[src/rtl/ysyx_25040109_mem_arbiter.sv]
`default_nettype none
// ============================================================================
// Module   : ysyx_25040109_mem_arbiter
// Brief    : Two-master (IFU read, LSU read/write) to one-slave data memory
//            arbiter. Registers each accepted request and runs exactly one
//            downstream transaction at a time, routing the response back to
//            the granted master.
//            Optional macro ARB_RR_EN: round-robin between IFU and LSU
//            instead of fixed priority (LSU write > LSU read > IFU read).
// Revision : 1.0 - initial release
// ============================================================================
module ysyx_25040109_mem_arbiter #(
    parameter int ADDR_W = 32,
    parameter int DATA_W = 32
) (
    input  logic              clk,
    input  logic              rst,

    input  logic [ADDR_W-1:0] ifu_araddr,
    input  logic              ifu_arvalid,
    output logic              ifu_arready,
    output logic [DATA_W-1:0] ifu_rdata,
    output logic              ifu_rvalid,
    input  logic              ifu_rready,

    input  logic [ADDR_W-1:0] lsu_araddr,
    input  logic              lsu_arvalid,
    output logic              lsu_arready,
    output logic [DATA_W-1:0] lsu_rdata,
    output logic              lsu_rvalid,
    input  logic              lsu_rready,
    input  logic [ADDR_W-1:0] lsu_awaddr,
    input  logic [DATA_W-1:0] lsu_wdata,
    input  logic [2:0]        lsu_wlen,
    input  logic              lsu_wvalid,
    output logic              lsu_wready,
    output logic              lsu_bvalid,
    input  logic              lsu_bready,

    output logic [ADDR_W-1:0] mem_raddr,
    output logic              mem_ren,
    input  logic [DATA_W-1:0] mem_rdata,
    input  logic              mem_rvalid,
    output logic              mem_rready,
    output logic [ADDR_W-1:0] mem_waddr,
    output logic [DATA_W-1:0] mem_wdata,
    output logic [2:0]        mem_wlen,
    output logic              mem_wen,
    output logic              mem_wvalid,
    input  logic              mem_wready
);

    localparam logic [2:0] S_IDLE  = 3'd0;
    localparam logic [2:0] S_IRD   = 3'd1;
    localparam logic [2:0] S_DRD   = 3'd2;
    localparam logic [2:0] S_DWR   = 3'd3;
    localparam logic [2:0] S_DRESP = 3'd4;

    logic [2:0]        state;
    logic [2:0]        next_state;
    logic              grant_ifu;
    logic              grant_drd;
    logic              grant_dwr;
    logic [ADDR_W-1:0] lat_addr;
    logic [DATA_W-1:0] lat_wdata;
    logic [2:0]        lat_wlen;

`ifdef ARB_RR_EN
    // 0: IFU was granted last, 1: LSU (read or write) was granted last
    logic              last_lsu;

    // Record the last granted master, only on an accepted handshake
    always_ff @(posedge clk) begin
        if (!rst) begin
            last_lsu <= 1'b0;
        end else if (grant_ifu) begin
            last_lsu <= 1'b0;
        end else if (grant_drd || grant_dwr) begin
            last_lsu <= 1'b1;
        end
    end
`endif

    // Pick at most one winner in IDLE; grants are suppressed while in reset
    // so nothing is accepted that the reset would immediately discard.
    always_comb begin
        grant_ifu = 1'b0;
        grant_drd = 1'b0;
        grant_dwr = 1'b0;
        if (rst && (state == S_IDLE)) begin
`ifdef ARB_RR_EN
            if (ifu_arvalid && (last_lsu || !(lsu_wvalid || lsu_arvalid))) begin
                grant_ifu = 1'b1;
            end else if (lsu_wvalid) begin
                grant_dwr = 1'b1;
            end else if (lsu_arvalid) begin
                grant_drd = 1'b1;
            end
`else
            if (lsu_wvalid) begin
                grant_dwr = 1'b1;
            end else if (lsu_arvalid) begin
                grant_drd = 1'b1;
            end else if (ifu_arvalid) begin
                grant_ifu = 1'b1;
            end
`endif
        end
    end

    // State register
    always_ff @(posedge clk) begin
        if (!rst) begin
            state <= S_IDLE;
        end else begin
            state <= next_state;
        end
    end

    // Next-state logic
    always_comb begin
        next_state = state;
        case (state)
            S_IDLE: begin
                if (grant_dwr) begin
                    next_state = S_DWR;
                end else if (grant_drd) begin
                    next_state = S_DRD;
                end else if (grant_ifu) begin
                    next_state = S_IRD;
                end
            end
            S_IRD: begin
                if (mem_rvalid && ifu_rready) begin
                    next_state = S_IDLE;
                end
            end
            S_DRD: begin
                if (mem_rvalid && lsu_rready) begin
                    next_state = S_IDLE;
                end
            end
            S_DWR: begin
                if (mem_wready) begin
                    next_state = S_DRESP;
                end
            end
            S_DRESP: begin
                if (lsu_bready) begin
                    next_state = S_IDLE;
                end
            end
            default: next_state = S_IDLE;
        endcase
    end

    // Capture the winning request; registers change only on an IDLE handshake
    always_ff @(posedge clk) begin
        if (!rst) begin
            lat_addr  <= '0;
            lat_wdata <= '0;
            lat_wlen  <= 3'b000;
        end else if (grant_dwr) begin
            lat_addr  <= lsu_awaddr;
            lat_wdata <= lsu_wdata;
            lat_wlen  <= lsu_wlen;
        end else if (grant_drd) begin
            lat_addr  <= lsu_araddr;
        end else if (grant_ifu) begin
            lat_addr  <= ifu_araddr;
        end
    end

    // Output decode: handshakes, downstream request and response routing
    always_comb begin
        ifu_arready = grant_ifu;
        lsu_arready = grant_drd;
        lsu_wready  = grant_dwr;
        ifu_rdata   = '0;
        ifu_rvalid  = 1'b0;
        lsu_rdata   = '0;
        lsu_rvalid  = 1'b0;
        lsu_bvalid  = 1'b0;
        mem_raddr   = lat_addr;
        mem_ren     = 1'b0;
        mem_rready  = 1'b0;
        mem_waddr   = lat_addr;
        mem_wdata   = lat_wdata;
        mem_wlen    = lat_wlen;
        mem_wen     = 1'b0;
        mem_wvalid  = 1'b0;
        case (state)
            S_IRD: begin
                // Request stays up until the data shows; then stop asking
                mem_ren    = !mem_rvalid;
                ifu_rvalid = mem_rvalid;
                ifu_rdata  = mem_rdata;
                mem_rready = ifu_rready;
            end
            S_DRD: begin
                mem_ren    = !mem_rvalid;
                lsu_rvalid = mem_rvalid;
                lsu_rdata  = mem_rdata;
                mem_rready = lsu_rready;
            end
            S_DWR: begin
                mem_wvalid = 1'b1;
                mem_wen    = 1'b1;
            end
            S_DRESP: begin
                lsu_bvalid = 1'b1;
            end
            default: begin
            end
        endcase
    end

endmodule
`default_nettype wire

[config.mk]
export PLATFORM = sky130hd
export DESIGN_NAME = ysyx_25040109_mem_arbiter
export DESIGN_NICKNAME = d
export VERILOG_FILES = /design/src/rtl/ysyx_25040109_mem_arbiter.sv
export SDC_FILE = /design/constraint.sdc
export NUM_CORES = 1
export LEC_CHECK = 0
export BUFFER_PORTS_ARGS = -buffer_cell sky130_fd_sc_hd__clkbuf_2
export CAP_MARGIN = 10
export CORE_AREA = 2 2 133 135
export CTS_BUF_LIST = sky130_fd_sc_hd__clkbuf_16
export CTS_CLUSTER_DIAMETER = 80
export DETAILED_ROUTE_END_ITERATION = 12
export DIE_AREA = 0 0 135 137
export PLACE_DENSITY = 0.62
export SYNTH_ARGS = -nofsm -noshare
export SYNTH_HDL_FRONTEND = slang
export SYNTH_SLANG_ARGS = --single-unit
export TNS_END_PERCENT = 30
[constraint.sdc]
create_clock -name clk -period 1.5 [get_ports clk]
set_input_delay 0.15 -clock clk [delete_from_list [all_inputs] [get_ports clk]]
set_output_delay 0.15 -clock clk [all_outputs]
set_load 0.02 [all_outputs]
-- After elaboration in Yosys (flattened, before gate mapping)
Cells that the tools add are included.
- bits in registers: 70
- input bits: 173
- equality and inequality tests: 9
- muxes and demuxes: 28
- reductions and logical operators: 8
- operator list (operator ; count):
    $mux W32 ; 5
    $mux W3 ; 7
    $pmux W3 S5 ; 1
    $mux W1 ; 14
    $ne A2 B2 Y1 const B ; 4
    $eq A3 B2 Y1 const B ; 2
    $reduce_and A5 Y1 ; 1
    $ne A4 B4 Y1 const B ; 1
    $eq A3 B1 Y1 const B ; 1
    $eq A3 B3 Y1 const B ; 1
    $logic_and A1 B1 Y1 ; 3
    $logic_not A3 Y1 ; 1
    $reduce_bool A3 Y1 ; 1
    $pmux W1 S2 ; 1
    $reduce_or A2 Y1 ; 1
    $logic_not A1 Y1 ; 1

-- Longest topological paths before layout
Gate-level depths: netlist (run 1).
- depth in word-level cells: 8
- mapped depth: 7
- depth with buffers taken out: 3

-- Least setup slack after synthesis (run 1)
OpenSTA, ideal clock, no wires.
- kind: reg-to-output
- from: register state[0]
- to: output port mem_ren
- arrival time: 1516 ps
- slack: -166 ps
- stages on the path, launching flop included: 6
- path through: dfxtp_1 > buf_2 > nor3b_1 > clkbuf_1 > nor2_1 > nor2_1
- cells in the longest elaborated chain, start to end: 3
- RTL lines (element ; line ; source):
    from (decl) ; 59 ; logic [2:0] state;
    from (signal assigned) ; 116 ; state <= next_state;
    $eq A3 B2 Y1 or $eq A3 B1 Y1 (tied branches) ; 192 ; case (state)
    $reduce_or A2 Y1 (no line) * ; - ;
    $mux W1 * ; - ;
    to (decl) ; 41 ; output logic mem_ren,
Every way passes the cells marked *; elsewhere a longest branch is shown, timed or not.

-- Final worst setup path (run 1)
- from: register state[2]
- to: output port ifu_rdata[24]
- cells in the longest elaborated chain, start to end: 2
- RTL lines (element ; line ; source):
    $eq A3 B1 Y1 ; 192 ;
    $mux W32 ; 192 ;
    to (decl) ; 22 ; output logic [DATA_W-1:0] ifu_rdata,
No other way between the ends.

==> results of run 1 <==
logic make-up (layout without fill, tap and decap cells):
logic type / Yosys count / count (layout)
multiplexers: 1 / 1
AO/OA/AOI/OAI: 105 / 105
flip-flops: 70 / 70
AND/OR/NAND/NOR: 252 / 252
buffers and inverters: 118 / 445
Yosys cell counts:
cell,count
nand2_1,92
dfxtp_1,70
and2_1,69
nand3_1,43
o21ai_0,37
clkbuf_1,36
buf_4,33
nor2_1,33
inv_1,31
o221a_1,27
a221oi_1,22
buf_2,9
a311oi_1,8
buf_6,5
nor3b_1,4
clkbuf_2,3
nor2b_1,3
o221a_2,3
nand2b_1,2
a211oi_1,1
a22o_1,1
a31oi_1,1
a32oi_1,1
and3_1,1
and3b_1,1
buf_1,1
mux2_2,1
nand3b_1,1
nand4_1,1
nor4b_4,1
o2111ai_1,1
o211a_1,1
o2bb2ai_1,1
o311ai_0,1
or3_1,1
power by group:
part           internal (mW)  leakage (nW)  switching [mW]
Clock                   1.16         0.139           0.939
Combinational           2.43          2.96            2.60
Sequential              2.20         0.577           0.254
Total                   5.78          3.68            3.79
layer usage:
metal,vias up,global-route usage,routed length [µm],share of wire
li1,2482,-,-,-
met1,2391,0.2112,7307,0.39
met2,250,0.3297,9736,0.53
met3,16,0.03815,1231,0.066
met4,0,0.05093,242,0.013
met5,-,0,0,0
worst max-delay path by stage:
stage                          start                          to  slack [ns]  cells after the start
4_1_cts        state[0]$_SDFFE_PN0P_               lsu_rdata[25]       -0.30                      6
3_3_place_gp             lsu_arvalid   mem_raddr[4]$_SDFFE_PN0P_       -0.01                      6
3_5_place_dp             lsu_arvalid  mem_raddr[12]$_SDFFE_PN0P_       -0.01                      6
5_1_grt        state[2]$_SDFFE_PN0P_               ifu_rdata[24]       -0.35                      6
2_1_floorplan  state[0]$_SDFFE_PN0P_  mem_wdata[21]$_SDFFE_PN0P_       -0.01                      6
6_report       state[2]$_SDFFE_PN0P_               ifu_rdata[24]       -0.30                      6
layout make-up:
cell class,count,area [µm²]
inverter,31,116.4
timing repair buffer,398,2980
clock inverter,7,62.56
multi-input combinational,358,2246
fill,1709,9734
tap,225,281.5
clock buffer,9,225.2
sequential,70,1410
state kept, by name, indices dropped and copies added (netlist names):
register / flops
mem_wlen: 3
mem_wdata: 32
mem_raddr: 32
state: 3
worst min-delay path, cell delays in order:
cell	delay [ns]
clkbuf_2	0.07
nand3_1	0.05
o21ai_0	0.06
through the flow:
| step | setup slack (ns) | util |
|---|---|---|
| 4_1_cts | -0.3034 | 0.4118 |
| 2_1_floorplan | -0.01153 | - |
| 6_report | -0.3015 | 0.4293 |
| 3_5_place_dp | -0.01348 | 0.3551 |
| 5_1_grt | -0.3482 | 0.4293 |
| 3_3_place_gp | -0.01215 | 0.3551 |
repair_timing:
action	CTS	global route
resized for setup	154	95
pin swaps	4	7
setup buffers	8	5
endpoints found under the setup margin	80	135
cloned	1	4
==> metrics.md, run 1 <==
| Metric | Value |
|---|---|
| Hold Path Cell Cnt | 3 |
| Synth Area in XOR/XNOR | 0 |
| Share of layout cells above drive strength 1 | 0.5349 |
| Hold Slack | between 0.02 and 0.03 ns |
| Die ar. | between 15,000 and 20,000 µm² |
| Failing checks | negative setup slack |
| Clk sinks | 70 |
| Critical path launch point type | flip-flop |
| TNS Setup | -19.85 ns |
| Slowest CP cell | dfxtp_2 |
| Slack of the critical path | -0.3015 ns |
| DRC violations left | 0 |
| Finished Layout Cells | around 1,100 |
| Yosys top cell area share | 0.3400 |
| Crit-path max cell delay | 0.34 ns |
| Starting DRT DRC Count | between 200 and 300 |
| FP Rows | 48 |
| Top cell type by total area after synthesis | dfxtp_1 |
| Post-Synth Adder-Cell Area | 0 |
| Hold wc startpoint | lsu_wdata[11] |
| Crit end category | primary output |
| Total chip power | 9.577 mW |
| Initial Util | 0.2416 |
| HPWL after DPL | 13.11 mm |
| PortBufs | ~350 |
| Io pins | 346 |
| Mapped Nets | 719 |
| CP Data Required Time | around 1.4 ns |
| Seq/Total Area, Yosys | 0.3400 |
| Fin crit period | about 1.8 ns |
| Clock root buffer | clkbuf_16 |
| Critical-path cell list | buf_6 > nor3b_4 > buf_12 > clkbuf_16 > and2_1 > clkbuf_8 |
| Slew @ Worst Pin | around 0.77 ns |
| Unique masters post-synth | 35 |
| Routed WL | around 19 mm |
| Mean post-synth cell area | between 7 and 8 µm² |
| RSZ-0062 raised after global routing | yes |
| Core Region | approximately 17,000 µm² |
| Number of synthesis warnings | 0 |
| Worst r2r src | state[1]$_SDFFE_PN0P_ |
| Endpoints failing setup | 114 |
| Fmax | around 560 MHz |
| Vias in the first global route | around 4,700 |
| Clk buf depth | 2 |
| Net count, final | between 1,000 and 1,500 |
| # diodes | 0 |
| Synth area leaders | dfxtp_1 (34%), and2_1 (10%), nand2_1 (8.4%), o221a_1 (7.4%), buf_4 (6.0%) |
| Final worst-path cycle share | 1.201 |
| Vias per cell | 4.680 |
| Hold Vio Cnt, Final | 0 |
| Worst VDD drop | 534.8 µV |
| Largest family of logic cells by synthesized area | simple AND/OR/NAND/NOR gates |
| CTS buffer count | 9 |
| Compound-Gate Fraction of Synth Area | 0.2070 |
| Post-synthesis mux area share | 0.002732 |
| RePlAce Congestion | 0.8045 |
| Relative slew slack | 0.4848 |
| Skew-Pair Late Insertion Delay | ~0.34 ns |
| Fin Clk Skew | between 0.004 and 0.005 ns |
| Die width | about 140 µm |
| CTS tree | yes |
| FF-to-FF path depth | 7 |
| Syn Std Cell Area | 4121 µm² |
| Placed Cells incl. Taps | approximately 1,100 |
| Hold Path End | mem_wdata[11]$_SDFFE_PN0P_ |
| Most frequent cells in the layout | clkbuf_2 (272), nand2_1 (92), dfxtp_1 (67) |
| HP Class | input port to flip-flop |
| First-pass GRT wire length | ~26 mm |
| Outcome | finished, violations left |
| Post-detailed-route count of antenna-violating nets | 0 |
| P per Cell Area | 1308 nW/µm² |
| Layout area overhead | 77.66% |
| Avg WL per Cell | 16.86 µm |
| Synth Register Bits | 70 |
| Die height | roughly 140 µm |
| Largest net degree at the start of global routing | slightly above 80 |
| WP data arrival | around 1.7 ns |
| WP buf/inv | 4 |
| Simple-gate share of the synthesized area | 0.2999 |
| First drt pass iteration count | 4 |
| Flop2flop setup slack | -0.08 ns |
| Max Transition Viols Final | 0 |
| Setup CP Type | flip-flop to primary output |
| Fin area | between 7000 and 8000 µm² |
| Mapped Cells | between 500 and 600 |
| Maximum fanout along the worst path | 17 |
| Max-Cap Viols | 0 |
| Reg-to-reg endpoint | mem_raddr[15]$_SDFFE_PN0P_ |
| Clock-pin transition on the worst setup and hold timing paths | around 0.070 ns |
| Gr usage total | 0.1799 |
| Area post-placement | between 6000 and 7000 µm² |
| Commonest non-fill, non-tap cell in the layout | clkbuf_2 |
| Max H-tree Level | 3 |
| Routed vias | roughly 5,000 |
| Lkg Pwr | between 3 and 4 nW |
| Initial antenna violation count | 0 |
| Hold_buf cts | 0 |
| Grt ovf | 0 |
| Crit path max-delay family | buffers and inverters |
(Power assumes the default switching activity.)
==> run 2, diff against run 1 <==
- BUFFER_PORTS_ARGS: -buffer_cell sky130_fd_sc_hd__clkbuf_2 -> unset
- CORE_AREA: 2 2 133 135 -> 2 2 134 136
- DIE_AREA: 0 0 135 137 -> 0 0 136 138
- DONT_BUFFER_PORTS: unset -> 1
- MAX_ROUTING_LAYER: unset -> met4
- PLACE_DENSITY: 0.62 -> 0.43
==> run 2 against run 1 <==
The flow still finishes with violations (negative setup slack). Worst hold slack gained 0.0063 ns. Global-route usage down 2.1 points. Register-to-register slack is essentially flat. Sequential share of layout area increased by 6.0 points. Via count fell by 20%. Clock power increased by 16%. Core utilization down 11 points. Combinational power decreased by 33%. Clock skew grew 0.0019 ns. Final area fell by 24%. Power down 11%. Critical path type unchanged. Largest cell class is now multi-input combinational cells. Highest routed layer unchanged.
==> metrics.md, run 2 (synthesized netlist as in run 1, its figures left out) <==
| Metric | Value |
|---|---|
| Endpoints failing setup | 98 |
| WP data arrival | between 1.5 and 2 ns |
| WP buf/inv | 4 |
| Max Transition Viols Final | 0 |
| Slowest CP cell | dfxtp_2 |
| Routed WL | about 15 mm |
| Max H-tree Level | 3 |
| Worst VDD drop | ~540 µV |
| Reg-to-reg endpoint | mem_raddr[2]$_SDFFE_PN0P_ |
| CP Data Required Time | 1.35 ns |
| Flop2flop setup slack | -0.08 ns |
| First-pass GRT wire length | approximately 22 mm |
| Clock-pin transition on the worst setup and hold timing paths | approximately 0.060 ns |
| Post-detailed-route count of antenna-violating nets | 0 |
| DRC violations left | 0 |
| Vias per cell | a little over 5 |
| PortBufs | 0 |
| Commonest non-fill, non-tap cell in the layout | nand2_1 |
| Critical path launch point type | flip-flop |
| Routed vias | 4,090 |
| Slew @ Worst Pin | roughly 0.48 ns |
| Die ar. | roughly 19,000 µm² |
| Hold Vio Cnt, Final | 0 |
| Die height | ~140 µm |
| Hold Path Cell Cnt | 3 |
| Net count, final | roughly 750 |
| Max-Cap Viols | 0 |
| TNS Setup | -10.85 ns |
| Sequential share of power | 0.321 |
| Final worst-path cycle share | 1.144 |
| Grt ovf | 0 |
| Most frequent cells in the layout | nand2_1 (92), dfxtp_1 (67), and2_4 (49) |
| Area post-placement | roughly 4300 µm² |
| CTS tree | yes |
| Vias in the first global route | slightly below 4,000 |
| Critical-path cell list | buf_6 > nor3b_4 > buf_6 > buf_12 > nor2_1 > nor2_1 > buf_4 |
| Layout area overhead | 35.46% |
| HPWL after DPL | 10.02 mm |
| Skew-Pair Late Insertion Delay | 0.33 ns |
| Clk sinks | 70 |
| Clock root buffer | clkbuf_16 |
| RePlAce Congestion | ~0.9 |
| CTS buffer count | 9 |
| Logic gate share of total power | 0.395 |
| Fmax | between 500 and 600 MHz |
| Setup CP Type | flip-flop to primary output |
| Switching share of power | 0.3768 |
| Maximum fanout along the worst path | 9 |
| Crit-path max cell delay | 0.36 ns |
| Hold wc startpoint | mem_wready |
| Io pins | between 300 and 400 |
| Clock share of power | 0.283 |
| P per Cell Area | approximately 1500 nW/µm² |
| Initial Util | 0.2351 |
| Share of layout cells above drive strength 1 | 0.2721 |
| Hold Path End | state[1]$_SDFFE_PN0P_ |
| NetSw | 3.225 mW |
| Gr usage total | 0.1587 |
| Die width | about 140 µm |
| Cell Int Power | ~5.3 mW |
| # diodes | 0 |
| Initial antenna violation count | 0 |
| Avg WL per Cell | between 15 and 20 µm |
| Lkg Pwr | around 2.3 nW |
| Crit path max-delay family | buffers and inverters |
| Worst r2r src | state[2]$_SDFFE_PN0P_ |
| Crit end category | primary output |
| Largest net degree at the start of global routing | about 70 |
| Core Region | ~18,000 µm² |
| Fin crit period | ~1.7 ns |
| HP Class | input port to flip-flop |
| FF-to-FF path depth | 6 |
| Fin Clk Skew | 0.006828 ns |
| Clk buf depth | 2 |
| RSZ-0062 raised after global routing | yes |
| FP Rows | ~50 |
| First drt pass iteration count | 4 |
| Failing checks | negative setup slack |
| Fin area | roughly 5600 µm² |
| Relative slew slack | 0.6812 |
| Outcome | finished, violations left |
| Filler cells | approximately 1,900 |
| Slack of the critical path | -0.2165 ns |
| Starting DRT DRC Count | 185 |
## run 2: timing repair
item	in CTS	in global routing
gates cloned	4	1
setup buffers	9	2
gates resized for setup	138	23
hold buffers	48	0
endpoints found under the hold margin	70	0
endpoints found under the setup margin	135	131
pin swaps	51	5
## run 2: layout make-up
cell class | instances | area [µm²] | share of cell area
multi-input combinational | 358 | 2310 | 0.4137
sequential | 70 | 1408 | 0.2521
timing repair buffer | 103 | 1126 | 0.2017
tap | 229 | 286.5 | 0.05132
clock buffer | 9 | 225.2 | 0.04034
inverter | 31 | 116.4 | 0.02084
clock inverter | 6 | 111.4 | 0.01995
## run 2: worst max-delay path by stage
stage / cells after the start / slack (ns) / from / to
after CTS: 7 / -0.24 / state[0]$_SDFFE_PN0P_ / mem_ren
final: 7 / -0.22 / state[1]$_SDFFE_PN0P_ / mem_ren
after detailed placement: 5 / -0.04 / state[1]$_SDFFE_PN0P_ / mem_raddr[5]$_SDFFE_PN0P_
after global placement: 5 / 0.02 / state[1]$_SDFFE_PN0P_ / mem_raddr[7]$_SDFFE_PN0P_
after global routing: 7 / -0.28 / state[1]$_SDFFE_PN0P_ / mem_ren
after floorplan: 6 / -0.01 / state[0]$_SDFFE_PN0P_ / mem_wdata[21]$_SDFFE_PN0P_
## run 2: worst reg2reg max path: cells and delay by family, from the launching register on
family | cells | cell delay [ns]
buffers and inverters | 3 | 0.43
and+or+nand+nor | 1 | 0.34
DFF | 1 | 0.34
AOI/OAI and AO/OA | 2 | 0.37
## run 2: power by group through the flow
stage          Clock, mW  Sequential, mW  Combinational (mW)
6_report            2.42            2.75                3.38
5_1_grt             2.61            2.79                3.60
4_1_cts             2.51            2.75                3.36
3_5_place_dp           0            2.77                2.55
3_3_place_gp           0            2.78                2.51
2_1_floorplan          0            2.81                2.11
## run 2: stage by stage
stage | utilization | setup slack (ns) | total power [mW] | hold WS (ns) | instances
6_report | 0.3184 | -0.2165 | 8.558 | 0.03164 | 806
5_1_grt | 0.3184 | -0.2770 | 8.997 | 0.03519 | 806
4_1_cts | 0.3175 | -0.2392 | 8.622 | 0.008670 | 806
3_5_place_dp | 0.2464 | -0.03677 | 5.326 | 0.2905 | 730
3_3_place_gp | 0.2464 | 0.02068 | 5.284 | 0.2840 | 730
2_1_floorplan | - | -0.01153 | 4.920 | 0.2804 | 546
## run 2: per-layer routing
metal / part of all wire / global-route usage / wire (µm) / vias up
met5: 0 / - / 0 / -
met4: 0.012 / 0.04167 / 190 / 0
met3: 0.083 / 0.04730 / 1286 / 17
met2: 0.46 / 0.2420 / 7163 / 219
met1: 0.44 / 0.2043 / 6784 / 1976
li1: - / - / - / 1878
==> run 3, diff against run 2 <==
- CTS_BUF_LIST: sky130_fd_sc_hd__clkbuf_16 -> unset
- SKIP_CTS_REPAIR_TIMING: unset -> 1
==> run 3 against run 2 <==
The flow finishes with violations (negative hold slack, negative setup slack). First-iteration DRC count is 11% higher. Wire length up 5.8%. Count of clock-buffer cells in the layout unchanged. Critical path type unchanged. Critical endpoint is now lsu_rdata[31]. Largest cell class unchanged.
==> metrics.md, run 3 (synthesized netlist as in run 1, its figures left out) <==
| Metric | Value |
|---|---|
| CTS buffer count | 9 |
| Critical path launch point type | flip-flop |
| Routed WL | about 16 mm |
| Relative slew slack | 0.6785 |
| Outcome | finished, violations left |
| Die width | approximately 140 µm |
| Crit end category | primary output |
| Grt ovf | 0 |
| Final worst-path cycle share | 1.172 |
| Area post-placement | 4320 µm² |
| PortBufs | 0 |
| Layout area overhead | 40.32% |
| Post-detailed-route count of antenna-violating nets | 0 |
| Endpoints failing setup | 112 |
| Filler cells | 1,843 |
| Max-Cap Viols | 0 |
| Fin area | roughly 5800 µm² |
| CP Data Required Time | around 1.4 ns |
| Worst VDD drop | 541.4 µV |
| Clk buf depth | 2 |
| First drt pass iteration count | 4 |
| Die ar. | approximately 19,000 µm² |
| Clock root buffer | clkbuf_16 |
| DRC violations left | 0 |
| CP dominant cell by count | buf_6 |
| Max H-tree Level | 3 |
| HP Class | input port to flip-flop |
| Crit-path max cell delay | ~0.36 ns |
| Placed Cells incl. Taps | between 700 and 800 |
| Setup CP Type | flip-flop to primary output |
| RePlAce Congestion | 0.8866 |
| Hold Slack | -0.03991 ns |
| Skew-Pair Late Insertion Delay | about 0.34 ns |
| Critical-path cell list | buf_6 > nor3b_4 > buf_6 > clkbuf_16 > and2_4 |
| Vias in the first global route | about 3,400 |
| Setup slack at placement | -0.03677 ns |
| Initial Util | 0.2351 |
| Slowest CP cell | dfxtp_2 |
| Maximum fanout along the worst path | 9 |
| Gr usage total | 0.1383 |
| Core Region | 17,530 µm² |
| Slew @ Worst Pin | just under 0.5 ns |
| Fmax | ~570 MHz |
| Slack of the critical path | -0.2581 ns |
| Initial antenna violation count | 0 |
| Most frequent cells in the layout | nand2_1 (90), and2_4 (67), dfxtp_1 (67) |
| Fin crit period | around 1.8 ns |
| Avg WL per Cell | roughly 20 µm |
| Die height | ~140 µm |
| FP Rows | 49 |
| Total chip power | 8.954 mW |
| Max Transition Viols Final | 0 |
| WP data arrival | 1.61 ns |
| RSZ-0062 raised after global routing | yes |
| Vias per cell | between 5 and 6 |
| Commonest non-fill, non-tap cell in the layout | nand2_1 |
| Hold Vio Cnt, Final | 1 |
| CTS tree | yes |
| Largest net degree at the start of global routing | roughly 110 |
| Routed vias | ~4,100 |
| P per Cell Area | roughly 1500 nW/µm² |
| Finished Layout Cells | just over 800 |
| Io pins | 346 |
| # diodes | 0 |
| Failing checks | negative hold slack, negative setup slack |
| Clk sinks | 70 |
| First-pass GRT wire length | 19.78 mm |
| Starting DRT DRC Count | 205 |
| Fin Clk Skew | roughly 0.011 ns |
| Net count, final | around 760 |
| Flop2flop setup slack | -0.19 ns |
| Clock-pin transition on the worst setup and hold timing paths | about 0.060 ns |
| HPWL after DPL | about 10 mm |
| Share of layout cells above drive strength 1 | 0.2886 |
| Lkg Pwr | 2.381 nW |
-- run 3: cell count changes in the layout (fill, tap and decap cells not counted), moves of 3 or more --
cell	previous run	this run
and2_2	20	0
o21ai_0	23	3
o21ai_1	14	34
and2_4	49	67
clkbuf_16	10	19
buf_4	33	39
buf_16	4	1
-- run 3: worst max-delay path, delay by kind of cell (launching register included) --
| family | cells | cell delay (ns) |
|---|---|---|
| buf+inv | 3 | 0.47 |
| flops | 1 | 0.36 |
| simple gates | 2 | 0.43 |
-- run 3: power breakdown --
| group | internal [mW] | total, mW | leakage (nW) | switching, mW |
|---|---|---|---|---|
| Clock | 1.61 | 2.43 | 0.161 | 0.813 |
| Combinational | 1.78 | 3.78 | 1.64 | 2.00 |
| Sequential | 2.20 | 2.75 | 0.577 | 0.549 |
| Total | 5.59 | 8.95 | 2.38 | 3.36 |
-- run 3: per-stage QoR --
stage	util	TNS, ns
final	0.3298	-17.03
after detailed placement	0.2464	-0.2015
after CTS	0.2656	-20.50
after floorplan	-	-0.1153
after global placement	0.2464	0
after global routing	0.3298	-25.64
-- run 3: worst paths after layout --
check / start / end / cells past startpoint
setup / recovery: state[1]$_SDFFE_PN0P_ / lsu_rdata[31] / 5
hold / removal: lsu_wdata[6] / mem_wdata[6]$_SDFFE_PN0P_ / 2
setup reg to reg: state[0]$_SDFFE_PN0P_ / mem_raddr[5]$_SDFFE_PN0P_ / 7
hold reg to reg: mem_raddr[23]$_SDFFE_PN0P_ / mem_raddr[23]$_SDFFE_PN0P_ / 1
-- run 3: layer usage --
metal	part of all wire	up-vias	global-route usage	wire length [µm]
met4	0.0086	0	0.03783	141
li1	-	1903	-	-
met1	0.44	2023	0.1786	7146
met5	0	-	-	0
met3	0.078	12	0.04584	1273
met2	0.48	203	0.2063	7754
-- run 3: layout make-up --
type                       instances  area [µm²]  area share
multi-input combinational        358        2325      0.4020
clock buffer                       9       225.2     0.03894
inverter                          31       116.4     0.02012
sequential                        70        1408      0.2434
tap                              229       286.5     0.04955
timing repair buffer             115        1311      0.2267
clock inverter                     6       111.4     0.01926
